--- src/rtl/a_fsm_pkg.sv ---
// -----------------------------------------------------------------------------
// a_fsm_pkg
// Shared definitions for the input-A conditioning logic and the control FSM
// that consumes A.
//   STATE_W        : width of the debounce state register
//   DEF_STABLE_CNT : default number of consecutive equal samples needed
//   state_t        : debounce states (LO, LO_CHK, HI, HI_CHK)
// -----------------------------------------------------------------------------
package a_fsm_pkg;

   localparam int STATE_W        = 2;
   localparam int DEF_STABLE_CNT = 4;

   // Bit 1 of the encoding is the debounced level; bit 0 marks "qualifying".
   typedef enum logic [STATE_W-1:0] {
      LO     = 2'b00,
      LO_CHK = 2'b01,
      HI     = 2'b10,
      HI_CHK = 2'b11
   } state_t;

endpackage

--- src/rtl/a_input_conditioner_if.sv ---
// -----------------------------------------------------------------------------
// a_input_conditioner_if
// Bundles the conditioner's data signals. There is no valid/ready handshake:
// raw_a is a free-running level, A is a level, and a_rise/a_fall are
// single-cycle strobes that the consumer samples on every Clock edge.
//   raw_a      : raw asynchronous input
//   A          : debounced level
//   a_rise     : one-cycle strobe when A goes 0->1
//   a_fall     : one-cycle strobe when A goes 1->0
//   busy       : a candidate level change is being qualified
//   glitch_cnt : saturating count of rejected candidate transitions
//   state_dbg  : current debounce state, for observation only
// Modports: slave = the conditioner, master = the consumer/driver side.
// -----------------------------------------------------------------------------
interface a_input_conditioner_if #(
   parameter int GLITCH_W = 8
);
   import a_fsm_pkg::*;

   logic                raw_a;
   logic                A;
   logic                a_rise;
   logic                a_fall;
   logic                busy;
   logic [GLITCH_W-1:0] glitch_cnt;
   state_t              state_dbg;

   modport slave  (input  raw_a,
                   output A, a_rise, a_fall, busy, glitch_cnt, state_dbg);

   modport master (output raw_a,
                   input  A, a_rise, a_fall, busy, glitch_cnt, state_dbg);

endinterface

--- src/rtl/bit_sync2.sv ---
// -----------------------------------------------------------------------------
// bit_sync2
// Two-flop synchroniser for a single asynchronous bit.
//   Clock : destination clock, rising edge
//   Reset : asynchronous active-low reset, clears both flops
//   d     : asynchronous input
//   q     : synchronised output (two Clock edges of latency)
// -----------------------------------------------------------------------------
module bit_sync2 (
   input  logic Clock,
   input  logic Reset,
   input  logic d,
   output logic q
);

   logic sync1;

   always_ff @(posedge Clock or negedge Reset) begin
      if (!Reset) begin
         sync1 <= 1'b0;
         q     <= 1'b0;
      end else begin
         sync1 <= d;
         q     <= sync1;
      end
   end

endmodule

--- src/rtl/a_input_conditioner.sv ---
// -----------------------------------------------------------------------------
// a_input_conditioner
// Synchronises and debounces the raw input A for the control FSM.
//   Clock : system clock, rising edge
//   Reset : asynchronous active-low reset
//   io    : a_input_conditioner_if.slave (raw_a in; A, a_rise, a_fall, busy,
//           glitch_cnt, state_dbg out)
// A level change on the synchronised input must persist for STABLE_CNT
// consecutive samples before A follows it; an earlier return to the current
// level aborts the attempt and bumps the saturating glitch counter.
// All outputs are registered.
// -----------------------------------------------------------------------------
module a_input_conditioner
   import a_fsm_pkg::*;
#(
   parameter int STABLE_CNT = DEF_STABLE_CNT,
   parameter int CNT_W      = 16,
   parameter int GLITCH_W   = 8
) (
   input  logic                  Clock,
   input  logic                  Reset,
   a_input_conditioner_if.slave  io
);

   localparam logic [CNT_W-1:0]    CNT_LAST   = CNT_W'(STABLE_CNT - 1);
   localparam logic [GLITCH_W-1:0] GLITCH_MAX = '1;

   logic                s;
   state_t              state_q, state_d;
   logic [CNT_W-1:0]    cnt_q, cnt_d;
   logic [GLITCH_W-1:0] glitch_q, glitch_d;
   logic                a_q, a_d;
   logic                rise_q, rise_d;
   logic                fall_q, fall_d;
   logic                busy_q, busy_d;

   bit_sync2 u_sync (
      .Clock (Clock),
      .Reset (Reset),
      .d     (io.raw_a),
      .q     (s)
   );

   always_ff @(posedge Clock or negedge Reset) begin
      if (!Reset) begin
         state_q  <= LO;
         cnt_q    <= '0;
         glitch_q <= '0;
         a_q      <= 1'b0;
         rise_q   <= 1'b0;
         fall_q   <= 1'b0;
         busy_q   <= 1'b0;
      end else begin
         state_q  <= state_d;
         cnt_q    <= cnt_d;
         glitch_q <= glitch_d;
         a_q      <= a_d;
         rise_q   <= rise_d;
         fall_q   <= fall_d;
         busy_q   <= busy_d;
      end
   end

   always_comb begin
      state_d  = state_q;
      cnt_d    = cnt_q;
      glitch_d = glitch_q;
      a_d      = a_q;
      rise_d   = 1'b0;
      fall_d   = 1'b0;

      case (state_q)
         LO: begin
            a_d = 1'b0;
            if (s) begin
               state_d = LO_CHK;
               cnt_d   = CNT_W'(1);
            end
         end
         LO_CHK: begin
            if (!s) begin
               state_d = LO;
               cnt_d   = '0;
               if (glitch_q != GLITCH_MAX) glitch_d = glitch_q + GLITCH_W'(1);
            end else if (cnt_q == CNT_LAST) begin
               state_d = HI;
               cnt_d   = '0;
               a_d     = 1'b1;
               rise_d  = 1'b1;
            end else begin
               cnt_d = cnt_q + CNT_W'(1);
            end
         end
         HI: begin
            a_d = 1'b1;
            if (!s) begin
               state_d = HI_CHK;
               cnt_d   = CNT_W'(1);
            end
         end
         HI_CHK: begin
            if (s) begin
               state_d = HI;
               cnt_d   = '0;
               if (glitch_q != GLITCH_MAX) glitch_d = glitch_q + GLITCH_W'(1);
            end else if (cnt_q == CNT_LAST) begin
               state_d = LO;
               cnt_d   = '0;
               a_d     = 1'b0;
               fall_d  = 1'b1;
            end else begin
               cnt_d = cnt_q + CNT_W'(1);
            end
         end
         default: begin
            state_d = LO;
            cnt_d   = '0;
            a_d     = 1'b0;
         end
      endcase

      // busy is registered alongside the state it describes.
      busy_d = (state_d == LO_CHK) || (state_d == HI_CHK);
   end

   assign io.A          = a_q;
   assign io.a_rise     = rise_q;
   assign io.a_fall     = fall_q;
   assign io.busy       = busy_q;
   assign io.glitch_cnt = glitch_q;
   assign io.state_dbg  = state_q;

endmodule

--- src/flat_wrapper.sv ---
// flat-port wrapper written by rule: the top's interface ports become plain ports
module a_input_conditioner_flat import a_fsm_pkg::*;
#(
   parameter int STABLE_CNT = DEF_STABLE_CNT,
   parameter int CNT_W      = 16,
   parameter int GLITCH_W   = 8
)
  (Clock, Reset, io_raw_a, io_A, io_a_rise, io_a_fall, io_busy, io_glitch_cnt, io_state_dbg);
  a_input_conditioner_if #(.GLITCH_W(GLITCH_W)) io_i ();
  input  logic Clock;
  input  logic Reset;
  input wire logic [$bits(io_i.raw_a)-1:0] io_raw_a;
  output wire logic [$bits(io_i.A)-1:0] io_A;
  output wire logic [$bits(io_i.a_rise)-1:0] io_a_rise;
  output wire logic [$bits(io_i.a_fall)-1:0] io_a_fall;
  output wire logic [$bits(io_i.busy)-1:0] io_busy;
  output wire logic [$bits(io_i.glitch_cnt)-1:0] io_glitch_cnt;
  output wire logic [$bits(io_i.state_dbg)-1:0] io_state_dbg;
  assign io_i.raw_a = io_raw_a;
  assign io_A = io_i.A;
  assign io_a_rise = io_i.a_rise;
  assign io_a_fall = io_i.a_fall;
  assign io_busy = io_i.busy;
  assign io_glitch_cnt = io_i.glitch_cnt;
  assign io_state_dbg = io_i.state_dbg;
  a_input_conditioner #(.STABLE_CNT(STABLE_CNT), .CNT_W(CNT_W), .GLITCH_W(GLITCH_W)) u_core (.Clock(Clock), .Reset(Reset), .io(io_i));
endmodule
--- config.mk ---
export PLATFORM = sky130hd
export DESIGN_NAME = a_input_conditioner_flat
export DESIGN_NICKNAME = d
export VERILOG_FILES = /design/src/rtl/a_fsm_pkg.sv /design/src/rtl/a_input_conditioner_if.sv /design/src/rtl/bit_sync2.sv /design/src/rtl/a_input_conditioner.sv /design/src/flat_wrapper.sv
export SDC_FILE = /design/constraint.sdc
export NUM_CORES = 1
export LEC_CHECK = 0
export BUFFER_PORTS_ARGS = -buffer_cell sky130_fd_sc_hd__buf_2
export CAP_MARGIN = 15
export CELL_PAD_IN_SITES_DETAIL_PLACEMENT = 1
export CELL_PAD_IN_SITES_GLOBAL_PLACEMENT = 1
export CORE_ASPECT_RATIO = 1.2
export CORE_MARGIN = 1.5
export CORE_UTILIZATION = 45
export DETAILED_ROUTE_END_ITERATION = 12
export MAX_ROUTING_LAYER = met4
export PLACE_DENSITY_LB_ADDON = 0.1
export SLEW_MARGIN = 20
export SYNTH_ARGS = -nofsm -noshare
export SYNTH_HDL_FRONTEND = slang
export SYNTH_SLANG_ARGS = --single-unit
--- constraint.sdc ---
create_clock -name Clock -period 3.1 [get_ports Clock]
set_input_delay 0.465 -clock Clock [delete_from_list [all_inputs] [get_ports Clock]]
set_output_delay 0.465 -clock Clock [all_outputs]
set_load 0.01 [all_outputs]
# --- Yosys cells after proc, flatten, opt, wreduce, memory -nomap -nowiden ---
# Index checks and enable logic that the tools add are counted.
word_totals:
  regBits: 32
  in_bits: 3
  output_inout_bits: 14
  wordCells: 59
classes:
  add_sub_neg: 2
  eq_ne: 15
  n_mux: 27
  n_reduce_logical: 6
ops:
  columns: ["operator", "n"]
  rows:
  - ["$mux 16", 5]
  - ["$pmux 16 s4", 1]
  - ["$mux 8", 3]
  - ["$add 16x1->16 const B", 1]
  - ["$eq 16x2->1 const B", 1]
  - ["$pmux 8 s2", 1]
  - ["$mux 2", 6]
  - ["$ne 2x2->1 const B", 6]
  - ["$mux 1", 9]
  - ["$add 8x1->8 const B", 1]
  - ["$ne 8x8->1 const B", 1]
  - ["$pmux 2 s4", 1]
  - ["$eq 2x2->1 const B", 3]
  - ["$eq 2x1->1 const B", 2]
  - ["$ne 2x1->1 const B", 2]
  - ["$pmux 1 s4", 1]
  - ["$reduce_and 4->1", 1]
  - ["$reduce_and 3->1", 1]
  - ["$logic_not 2->1", 1]
  - ["$reduce_and 2->1", 1]
  - ["$reduce_bool 2->1", 1]
  - ["$logic_or 1x1->1", 1]

# --- Longest topological paths before layout ---
# Gate-level depths: netlist (run 1).
depth:
  word_depth: 6
  mapped_depth: 7
  mapped_depth_nobuf: 6

# --- Cells and area by module ---
# From an unflattened synthesis (run 1), not the netlist that was laid out.
unflattened:
  cells_unflattened: 197
  hier_area_um2: 1815.5
modules_own_cells:
  columns: ["module", "n_inst", "cells_per_inst", "area_each_um2", "seq_area_each_um2"]
  rows:
  - ["a_input_conditioner", 1, 195, 1765.4, 725.7]
  - ["bit_sync2", 1, 2, 50.0, 50.0]

# --- Worst setup path before layout (run 1) ---
# No wires, ideal clock.
synth_path:
  kind: "register to register"
  startpoint: "register u_core.state_q[0], in the netlist u_core.io.state_dbg[0]"
  endpoint: "register u_core.cnt_q[13]"
  setup_ns: 0.078
  arrival_ns: 2.335
  t_required_ns: 3.022
  slack_ns: 0.687
  stages_incl_launch_ff: 8
  n_path_buf: 1
  synth_period_minus_slack_ns: 2.413
  cell_sequence: "dfrtp_1 -> inv_1 -> ha_1 -> mux2_4 -> or4_1 -> buf_2 -> or4_1 -> a21oi_1"
synth_via:
  elab_chain_len: 3
  elab_cells_between_ends: 8
  classes_between: "5 x eq/ne; 1 x mux; 2 x reduce/logical"
synth_rtl:
  columns: ["item", "line_no", "source"]
  rows:
  - ["start, declared", "a_input_conditioner.sv:29", "state_t state_q, state_d;"]
  - ["start signal, assigned", "a_input_conditioner.sv:54", "state_q <= state_d;"]
  - ["$eq 2x2->1 or $logic_not 2->1 (tied branches)", "a_input_conditioner.sv:72", "case (state_q)"]
  - ["$ne 2x2->1 (no source line)", null, null]
  - ["$reduce_and 2->1 (no source line)", null, null]
  - ["end signal, assigned", "a_input_conditioner.sv:55", "cnt_q <= cnt_d;"]
  - ["end, declared", "a_input_conditioner.sv:30", "logic [CNT_W-1:0] cnt_q, cnt_d;"]
# Several ways; a longest one is shown, not always the timed one.
# A chain may end at the register's enable or synchronous reset.

# --- Worst setup path in the final report (run 1) ---
# Same ends and word-level chain as after synthesis.

==> results of run 1 <==
worst reg2reg max path: stages, from the launching register on:
cell                      delay [ps]
sky130_fd_sc_hd__dfrtp_1         430
sky130_fd_sc_hd__inv_1           120
sky130_fd_sc_hd__ha_1            280
sky130_fd_sc_hd__mux2_4          340
sky130_fd_sc_hd__or4_1           680
sky130_fd_sc_hd__or4_1           530
sky130_fd_sc_hd__a21oi_1         150
stage by stage:
stage / util / setup WS (ps) / total power, uW
after floorplan: - / 686.8 / 941.2
after global placement: 0.5133 / 642.4 / 1098
after detailed placement: 0.5133 / 508.9 / 1132
after CTS: 0.5427 / 501.9 / 1487
after global routing: 0.5427 / 347.3 / 1580
final: 0.5427 / 500.6 / 1464
report_power, final:
group / internal (uW) / switching, uW / total [uW]
clock network: 202 / 149 / 352
logic: 233 / 325 / 558
registers: 475 / 80.1 / 555
total: 910 / 555 / 1460
state kept, by name (all words and copies together), names as in the netlist:
name	count
u_core.cnt_q	16
u_core.io.A	1
u_core.io.a_fall	1
u_core.io.a_rise	1
u_core.io.glitch_cnt	8
u_core.io.state_dbg	2
u_core.u_sync.q	1
u_core.u_sync.sync1	1
worst max path at each step:
stage / startpoint / slack (ps) / to / cells after the start
finish: u_core.io.state_dbg[0] / 500 / u_core.cnt_q[13] / 6
global route: u_core.io.state_dbg[0] / 350 / u_core.cnt_q[13] / 6
CTS: u_core.io.state_dbg[0] / 500 / u_core.cnt_q[13] / 6
detailed placement: u_core.io.state_dbg[0] / 510 / u_core.cnt_q[13] / 6
global placement: u_core.io.state_dbg[0] / 640 / u_core.cnt_q[13] / 6
floorplan: u_core.io.state_dbg[0] / 690 / u_core.cnt_q[13] / 7
per-layer routing:
layer	vias to the layer above	wire length [um]	track usage
met5	-	0	-
met4	0	51	0.09884
met3	5	96	0.05224
met2	13	1991	0.4048
met1	651	1507	0.2327
li1	633	-	-
cells in the final DEF (no fill, tap or decap), drive strengths merged, types with 2 or more instances in the layout:
master	n
nand2	14
nor3	6
buf	17
nand2b	2
inv	5
ha	7
clkbuf	8
a21oi	11
o21ai	5
o31ai	2
or3	2
dfrtp	31
xnor2	12
a31oi	2
or2	2
nor4	6
mux2i	4
nand4	7
nand3	6
mux2	3
nor2	14
o21a	2
or4	3
area by class of cell:
class,instances,area [sq um],share of cell area
Tap cell,37,46.29,0.02512
Multi-Input combinational cell,124,814.5,0.4420
Timing Repair Buffer,17,87.58,0.04752
Clock buffer,8,100.1,0.05431
Sequential cell,31,775.7,0.4209
Inverter,5,18.77,0.01018
cells by family (layout without fill, tap and decap cells):
family	count (synthesis)	count (layout)
adder cells (fa/ha/maj)	7	7
XOR/XNOR	13	13
flip-flops	31	31
buffers and inverters	9	30
AND/OR/NAND/NOR	68	68
multiplexers	7	7
AO/OA/AOI/OAI	29	29
==> results.cfg, run 1 <==
[yosys]
postSynthCellCount = 164
syn-cell-area_sq_um = 1629
synth-seq-cells = 31
yosys.area_share.simple = 0.2158
number_of_flops_mapped_to_enable_cells_by_yosys = 0
synth_top_cells_by_area = sky130_fd_sc_hd__dfrtp_1 48%, sky130_fd_sc_hd__xnor2_1 6.5%, sky130_fd_sc_hd__ha_1 5.4%
post_synthesis_mux_area_share = 0.04762
synth.most_common_cell = sky130_fd_sc_hd__dfrtp_1
postSynthNetCount = 174
synth_xor_xnor_area_share = 0.06989
synth-adder-area-share = 0.05376
synth.yosys.seq_area_share = 0.4762
synthTopCellsByCount = 31 x sky130_fd_sc_hd__dfrtp_1, 14 x sky130_fd_sc_hd__nand2_1, 14 x sky130_fd_sc_hd__nor2_1
synthesis.area_per_instance_sq_um = 9.933
dominant_synthesized_flop_cell = sky130_fd_sc_hd__dfrtp_1
synth_top_cell_by_area = sky130_fd_sc_hd__dfrtp_1
post-synth-top-area-fraction = 0.4762
ys.warnings.count = 0
synth_compound_gate_area_share = 0.1129
main_combinational_cell_family_by_area_after_synthesis = simple AND/OR/NAND/NOR gates
synthDistinctLibCells = 39
share_of_async_settable_or_async_resettable_flops_after_synthesis = 1.000

[worst_hold_path]
hp-class = in -> async

[job]
drv.max_cap_violation_count = 0

[timing]
worst-slew-pin-transition_ps = 687.8
timing.setup.tns_ps = 0
slew_headroom = 0.5414
fin_worst_hold_slack_ps = 218.5
worst_clock_skew_ps = 6.714
slew_viol_final = 0
timing_hold_violations_final = 0
finalCritPeriodShare = 0.8385
timing.fmax_mhz = 384.7
min_period_ps = 2599
rsz0062_at_grt = no
setup-violations-final = 0

[critical_path]
reg2regPathDepth = 6
cp_slowest_cell = sky130_fd_sc_hd__or4_1
critPathMostFrequentCell = sky130_fd_sc_hd__or4_1
critical_path.max_stage_delay_ps = 680
arrival_ps = 2810
cp-end-kind = flip-flop
maximum_fanout_along_the_worst_path = 10
rr_startpoint = u_core.io.state_dbg[0]
critPathKind = reg -> reg
critical_path.startpoint_type = flip-flop
crit_chain = inv_1 -> ha_1 -> mux2_4 -> or4_1 -> or4_1 -> a21oi_1
worstPathRequired_ps = 3310
timing.reg2reg.setup_slack_ps = 500
cp_top_family = simple AND/OR/NAND/NOR gates
timing.critical_path.buf_inv = 1
critical_path.reg2reg.endpoint = u_core.cnt_q[13]

[global_route]
via_count_of_the_first_global_routing_pass = 1406
grt_start_max_net_pins = 32
grt_overflow_total = 0
grt_first_pass_wirelength_mm = 6.472
groute.usage.overall = 0.2238
grt_antenna_before_repair = 0

[placement]
post-dp-hpwl_mm = 2.734
dp.cells = 214
placedInstanceArea_sq_um = 1743
io_buffers = 16
finalWeightedCongestion = 0.8922

[cts]
clkLatencyLatePin_ps = 280
post_cts_resized = 0
number_of_buffers_added_to_fix_hold_violations_after_cts = 0
clk_pin_slew_ps = 70
post_cts_setup_repair_buffer_count = 0
cts.path.max_buffers = 2
clock_tree.htree_level_count = 2
clockRootBuffer = sky130_fd_sc_hd__clkbuf_8
clock_sinks = 31
cts_tree = done
cts-buffers-inserted = 5

[cells_and_area]
flow.area_growth_from_synthesis_pct = 13.13
finish.instance_area_sq_um = 1843
finish.net_count = 194
fillerInstances = 405
drive_gt1_frac = 0.1676
antenna_cells = 0
fin_cells = 222

[floorplanning]
start_util = 0.4797
die_x_um = 57.93
die_h_um = 68.91
die_area_sq_um = 3992
io_pins = 17
num_rows = 23
core_area_sq_um = 3396

[power]
total_leakage_power_uw = 0.0007804
power_per_cell_area_nw_per_um2 = 794.6
max_rail_drop_vdd_mv = 0.4773

[detailed_routing]
postRouteWirelength_mm = 3.646
vias_per_cell = 5.865
wl_per_cell_um = 16.42
first_iter_violations = 29
antenna_violating_nets_post_route = 0
drt_pass1_iterations = 4
route.detailed.drc = 0
total_number_of_vias = 1302

[outcome]
result_of_the_run = finished clean
No activity file was read; power rests on OpenSTA's default activity.
==> inputs of run 2 (changes only) <==
--- a/config.mk
+++ b/config.mk
@@ -11,7 +11,7 @@
 export CELL_PAD_IN_SITES_GLOBAL_PLACEMENT = 1
 export CORE_ASPECT_RATIO = 1.2
 export CORE_MARGIN = 1.5
-export CORE_UTILIZATION = 45
+export CORE_UTILIZATION = 40
 export DETAILED_ROUTE_END_ITERATION = 12
 export MAX_ROUTING_LAYER = met4
 export PLACE_DENSITY_LB_ADDON = 0.1
==> constraint.sdc (replaced) <==
create_clock -name Clock -period 2.3 [get_ports Clock]
set_input_delay 0.345 -clock Clock [delete_from_list [all_inputs] [get_ports Clock]]
set_output_delay 0.345 -clock Clock [all_outputs]
set_load 0.01 [all_outputs]
==> results.cfg, run 2 (same netlist as run 1, synthesis figures left out) <==
[detailed_routing]
postRouteWirelength_mm = 3.958
drt_pass1_iterations = 4
vias_per_cell = 5.490
route.detailed.drc = 0
antenna_violating_nets_post_route = 0
first_iter_violations = 67
wl_per_cell_um = 16.02
total_number_of_vias = 1356

[power]
max_rail_drop_vdd_mv = 0.5905
total_leakage_power_uw = 0.0008282
power_per_cell_area_nw_per_um2 = 1108

[critical_path]
rr_startpoint = u_core.io.state_dbg[1]
cp-end-kind = flip-flop
worstPathRequired_ps = 2510
critPathKind = reg -> reg
arrival_ps = 2410
maximum_fanout_along_the_worst_path = 8
setup_crit_start = u_core.io.state_dbg[1]
critical_path.startpoint_type = flip-flop

[global_route]
via_count_of_the_first_global_routing_pass = 1382
groute.usage.overall = 0.2032
grt_first_pass_wirelength_mm = 6.492
grt_start_max_net_pins = 32
grt_overflow_total = 0
grt_antenna_before_repair = 0

[timing]
finalCritPeriodShare = 0.9562
timing.setup.tns_ps = 0
timing.fmax_mhz = 454.7
rsz0062_at_grt = no
worst-slew-pin-transition_ps = 708.7
slew_viol_final = 0
worst_clock_skew_ps = 6.454
setup-violations-final = 0
min_period_ps = 2199
slew_headroom = 0.5275
timing_hold_violations_final = 0

[outcome]
result_of_the_run = finished clean

[placement]
io_buffers = 16
post-dp-hpwl_mm = 2.776
placedInstanceArea_sq_um = 1815
finalWeightedCongestion = 0.7766

[cts]
cts.path.max_buffers = 2
clk_pin_slew_ps = 70
cts-buffers-inserted = 5
cts_tree = done
clock_tree.htree_level_count = 2
clockRootBuffer = sky130_fd_sc_hd__clkbuf_8
clkLatencyLatePin_ps = 280
clock_sinks = 31
number_of_buffers_added_to_fix_hold_violations_after_cts = 0

[cells_and_area]
antenna_cells = 0
largest_reg_flops = 16
final_cell_mix = 29 x sky130_fd_sc_hd__dfrtp_1, 16 x sky130_fd_sc_hd__buf_2, 14 x sky130_fd_sc_hd__nor2_1, 14 x sky130_fd_sc_hd__nand2_1, 12 x sky130_fd_sc_hd__xnor2_1
finish.instance_area_sq_um = 1971
flow.area_growth_from_synthesis_pct = 20.97
drive_gt1_frac = 0.2539
finish.net_count = 202
most_frequent_standard_cell_in_the_layout_excluding_fill_and_tap_cells = sky130_fd_sc_hd__dfrtp_1
utilization_of_the_core_after_routing = 0.5040
register_with_the_most_flip_flops = u_core.cnt_q

[floorplanning]
die_h_um = 72.91
start_util = 0.4166
num_rows = 25
die_area_sq_um = 4466
io_pins = 17
die_x_um = 61.26
core_area_sq_um = 3910

[worst_hold_path]
hp-class = in -> async

[job]
drv.max_cap_violation_count = 0
-- run 2: cell count changes in the layout (fill, tap and decap cells not counted), sizes merged --
cell    before  now
bufinv       0    1
buf         17   25
clkinv       0    1
clkbuf       8    6
-- run 2: path summary, 6_finish.rpt --
| check | to | slack [ps] | depth (start not counted) |
|---|---|---|---|
| max | u_core.cnt_q[13] | 100 | 6 |
| min | u_core.cnt_q[8] | 110 | 1 |
| max reg2reg | u_core.cnt_q[13] | 100 | 6 |
| min reg2reg | u_core.u_sync.q | 360 | 0 |
| max in group asynchronous | u_core.io.state_dbg[1] | 1690 | 1 |
| min in group Clock | u_core.u_sync.sync1 | 170 | 1 |
-- run 2: timing repair --
action | 4_1_cts | 5_1_grt
gates resized for setup | 0 | 3
setup endpoints to repair | 0 | 2
buffers inserted | 0 | 4
-- run 2: final cells by class --
cell class	instances	area, sq um
flip-flops and latches	31	778.2
clock buffers	6	82.58
well taps	54	67.56
multi-input cells	124	840.8
repair buffers	25	147.6
fillers	459	1939
clock inverters	2	35.03
inverters	5	18.77
-- run 2: metal layers --
layer,up-vias,GRT usage,part of all wire
li1,658,-,-
met2,15,0.3440,0.55
met1,679,0.2356,0.42
met5,-,-,0
met4,0,0.05797,0.0061
met3,4,0.04787,0.024
-- run 2: through the flow --
step,instances,hold WS [ps],setup slack [ps],power [uW]
6_report,247,106.7,100.8,2184
5_1_grt,247,161.1,25.48,2330
4_1_cts,243,125.8,16.30,2168
3_5_place_dp,235,353.0,43.38,1583
3_3_place_gp,235,334.0,127.8,1540
2_1_floorplan,164,49.41,5.882,1291
-- run 2: power breakdown --
part	total, uW	leakage, uW	switching (uW)	internal (uW)
Clock	561	0.0000612	210	350
Combinational	872	0.000359	495	378
Sequential	751	0.000408	108	643
-- run 2: worst max-delay path, cell delays in order (launching register included) --
cell and delay (ps):
sky130_fd_sc_hd__dfrtp_2 420, sky130_fd_sc_hd__inv_2 80, sky130_fd_sc_hd__ha_2 190, sky130_fd_sc_hd__mux2_4 270
sky130_fd_sc_hd__or4_4 540, sky130_fd_sc_hd__or4_4 510, sky130_fd_sc_hd__a21oi_2 130
==> inputs of run 3 (changes only) <==
--- a/config.mk
+++ b/config.mk
@@ -13,7 +13,6 @@
 export CORE_MARGIN = 1.5
 export CORE_UTILIZATION = 40
 export DETAILED_ROUTE_END_ITERATION = 12
-export MAX_ROUTING_LAYER = met4
 export PLACE_DENSITY_LB_ADDON = 0.1
 export SLEW_MARGIN = 20
 export SYNTH_ARGS = -nofsm -noshare
==> results.cfg, run 3 (same netlist as run 1, synthesis figures left out) <==
[timing]
rsz0062_at_grt = no
finalCritPeriodShare = 0.9534
timing_hold_violations_final = 0
slew_viol_final = 0
timing.fmax_mhz = 456.0
slew_headroom = 0.5272
fin_worst_hold_slack_ps = 107.1
worst_clock_skew_ps = 6.369
min_period_ps = 2193
worst-slew-pin-transition_ps = 709.2
timing.setup.tns_ps = 0
setup-violations-final = 0

[placement]
finalWeightedCongestion = 0.7664
io_buffers = 16
post-dp-hpwl_mm = 2.776

[cells_and_area]
register_with_the_most_flip_flops = u_core.cnt_q
finish.net_count = 202
antenna_cells = 0
final_cell_mix = 29 x sky130_fd_sc_hd__dfrtp_1, 16 x sky130_fd_sc_hd__buf_2, 14 x sky130_fd_sc_hd__nor2_1, 14 x sky130_fd_sc_hd__nand2_1, 12 x sky130_fd_sc_hd__xnor2_1
drive_gt1_frac = 0.2539
largest_reg_flops = 16
flow.area_growth_from_synthesis_pct = 20.97
most_frequent_standard_cell_in_the_layout_excluding_fill_and_tap_cells = sky130_fd_sc_hd__dfrtp_1

[floorplanning]
die_x_um = 61.26
core_area_sq_um = 3910
io_pins = 17
start_util = 0.4166
die_area_sq_um = 4466
die_h_um = 72.91
num_rows = 25

[critical_path]
critical_path.startpoint_type = flip-flop
cp-end-kind = flip-flop
critical_path.reg2reg.endpoint = u_core.cnt_q[13]
critPathKind = reg -> reg
maximum_fanout_along_the_worst_path = 8
timing.reg2reg.setup_slack_ps = 110
reg2regPathDepth = 6
rr_startpoint = u_core.io.state_dbg[1]
arrival_ps = 2410
worstPathRequired_ps = 2510

[worst_hold_path]
hp-class = in -> async

[global_route]
via_count_of_the_first_global_routing_pass = 1379
grt_overflow_total = 0
grt_first_pass_wirelength_mm = 6.492
grt_start_max_net_pins = 32
groute.usage.overall = 0.1976
grt_antenna_before_repair = 0

[cts]
clkLatencyLatePin_ps = 280
cts.path.max_buffers = 2
cts-buffers-inserted = 5
clock_sinks = 31
cts_tree = done
clk_pin_slew_ps = 70
clock_tree.htree_level_count = 2
clockRootBuffer = sky130_fd_sc_hd__clkbuf_8

[power]
total_leakage_power_uw = 0.0008282
power_per_cell_area_nw_per_um2 = 1107
max_rail_drop_vdd_mv = 0.5905
power_uw = 2182

[detailed_routing]
wl_per_cell_um = 16.00
route.detailed.drc = 0
drt_pass1_iterations = 6
antenna_violating_nets_post_route = 0
total_number_of_vias = 1348
postRouteWirelength_mm = 3.951
vias_per_cell = 5.457
first_iter_violations = 62

[outcome]
result_of_the_run = finished clean

[job]
drv.max_cap_violation_count = 0
==> run 3: cell counts in the layout (fill, tap and decap cells not counted) <==
Identical to the previous run, type by type.
==> run 3: layout make-up <==
type / instances / area [sq um]
Clock buffer: 6 / 82.58
Inverter: 5 / 18.77
Sequential cell: 31 / 778.2
Fill cell: 459 / 1939
Multi-Input combinational cell: 124 / 840.8
Tap cell: 54 / 67.56
Clock inverter: 2 / 35.03
Timing Repair Buffer: 25 / 147.6
==> run 3: worst max-delay path, stage by stage (launching register included) <==
cell and delay [ps]:
sky130_fd_sc_hd__dfrtp_2 420, sky130_fd_sc_hd__inv_2 80, sky130_fd_sc_hd__ha_2 190, sky130_fd_sc_hd__mux2_4 270, sky130_fd_sc_hd__or4_4 540, sky130_fd_sc_hd__or4_4 510
sky130_fd_sc_hd__a21oi_2 130
==> run 3: per-layer routing <==
layer  GRT usage  share of wire
met5           0              0
met1      0.2356           0.43
met4     0.05797         0.0056
met3     0.04787          0.023
met2      0.3440           0.55
==> run 3: worst max-delay path by stage <==
stage	start	to	slack [ps]
6_report	u_core.io.state_dbg[1]	u_core.cnt_q[13]	110
4_1_cts	u_core.io.state_dbg[0]	u_core.cnt_q[13]	20
3_3_place_gp	u_core.io.state_dbg[1]	u_core.cnt_q[15]	130
3_5_place_dp	u_core.io.state_dbg[0]	u_core.cnt_q[13]	40
5_1_grt	u_core.io.state_dbg[1]	u_core.cnt_q[15]	30
2_1_floorplan	u_core.io.state_dbg[0]	u_core.cnt_q[13]	6
==> run 3: per-stage QoR <==
stage          worst slack, ps  instance area [sq um]  std cells  utilization
2_1_floorplan            5.882                   1657        164            -
3_5_place_dp             43.38                   1815        235       0.4643
6_report                 107.2                   1971        247       0.5040
4_1_cts                  16.30                   1933        243       0.4944
3_3_place_gp             127.8                   1815        235       0.4643
5_1_grt                  25.48                   1971        247       0.5040
==> run 3: timing repair <==
action	in CTS	in global routing
buffers inserted	0	4
gates resized for setup	0	3
endpoints found under the setup margin	0	2
hold buffers	0	0
==> run 3: where the power goes <==
part / switching [uW] / total [uW] / internal [uW]
clock: 210 / 561 / 350
combinational: 493 / 870 / 378
sequential: 107 / 751 / 643
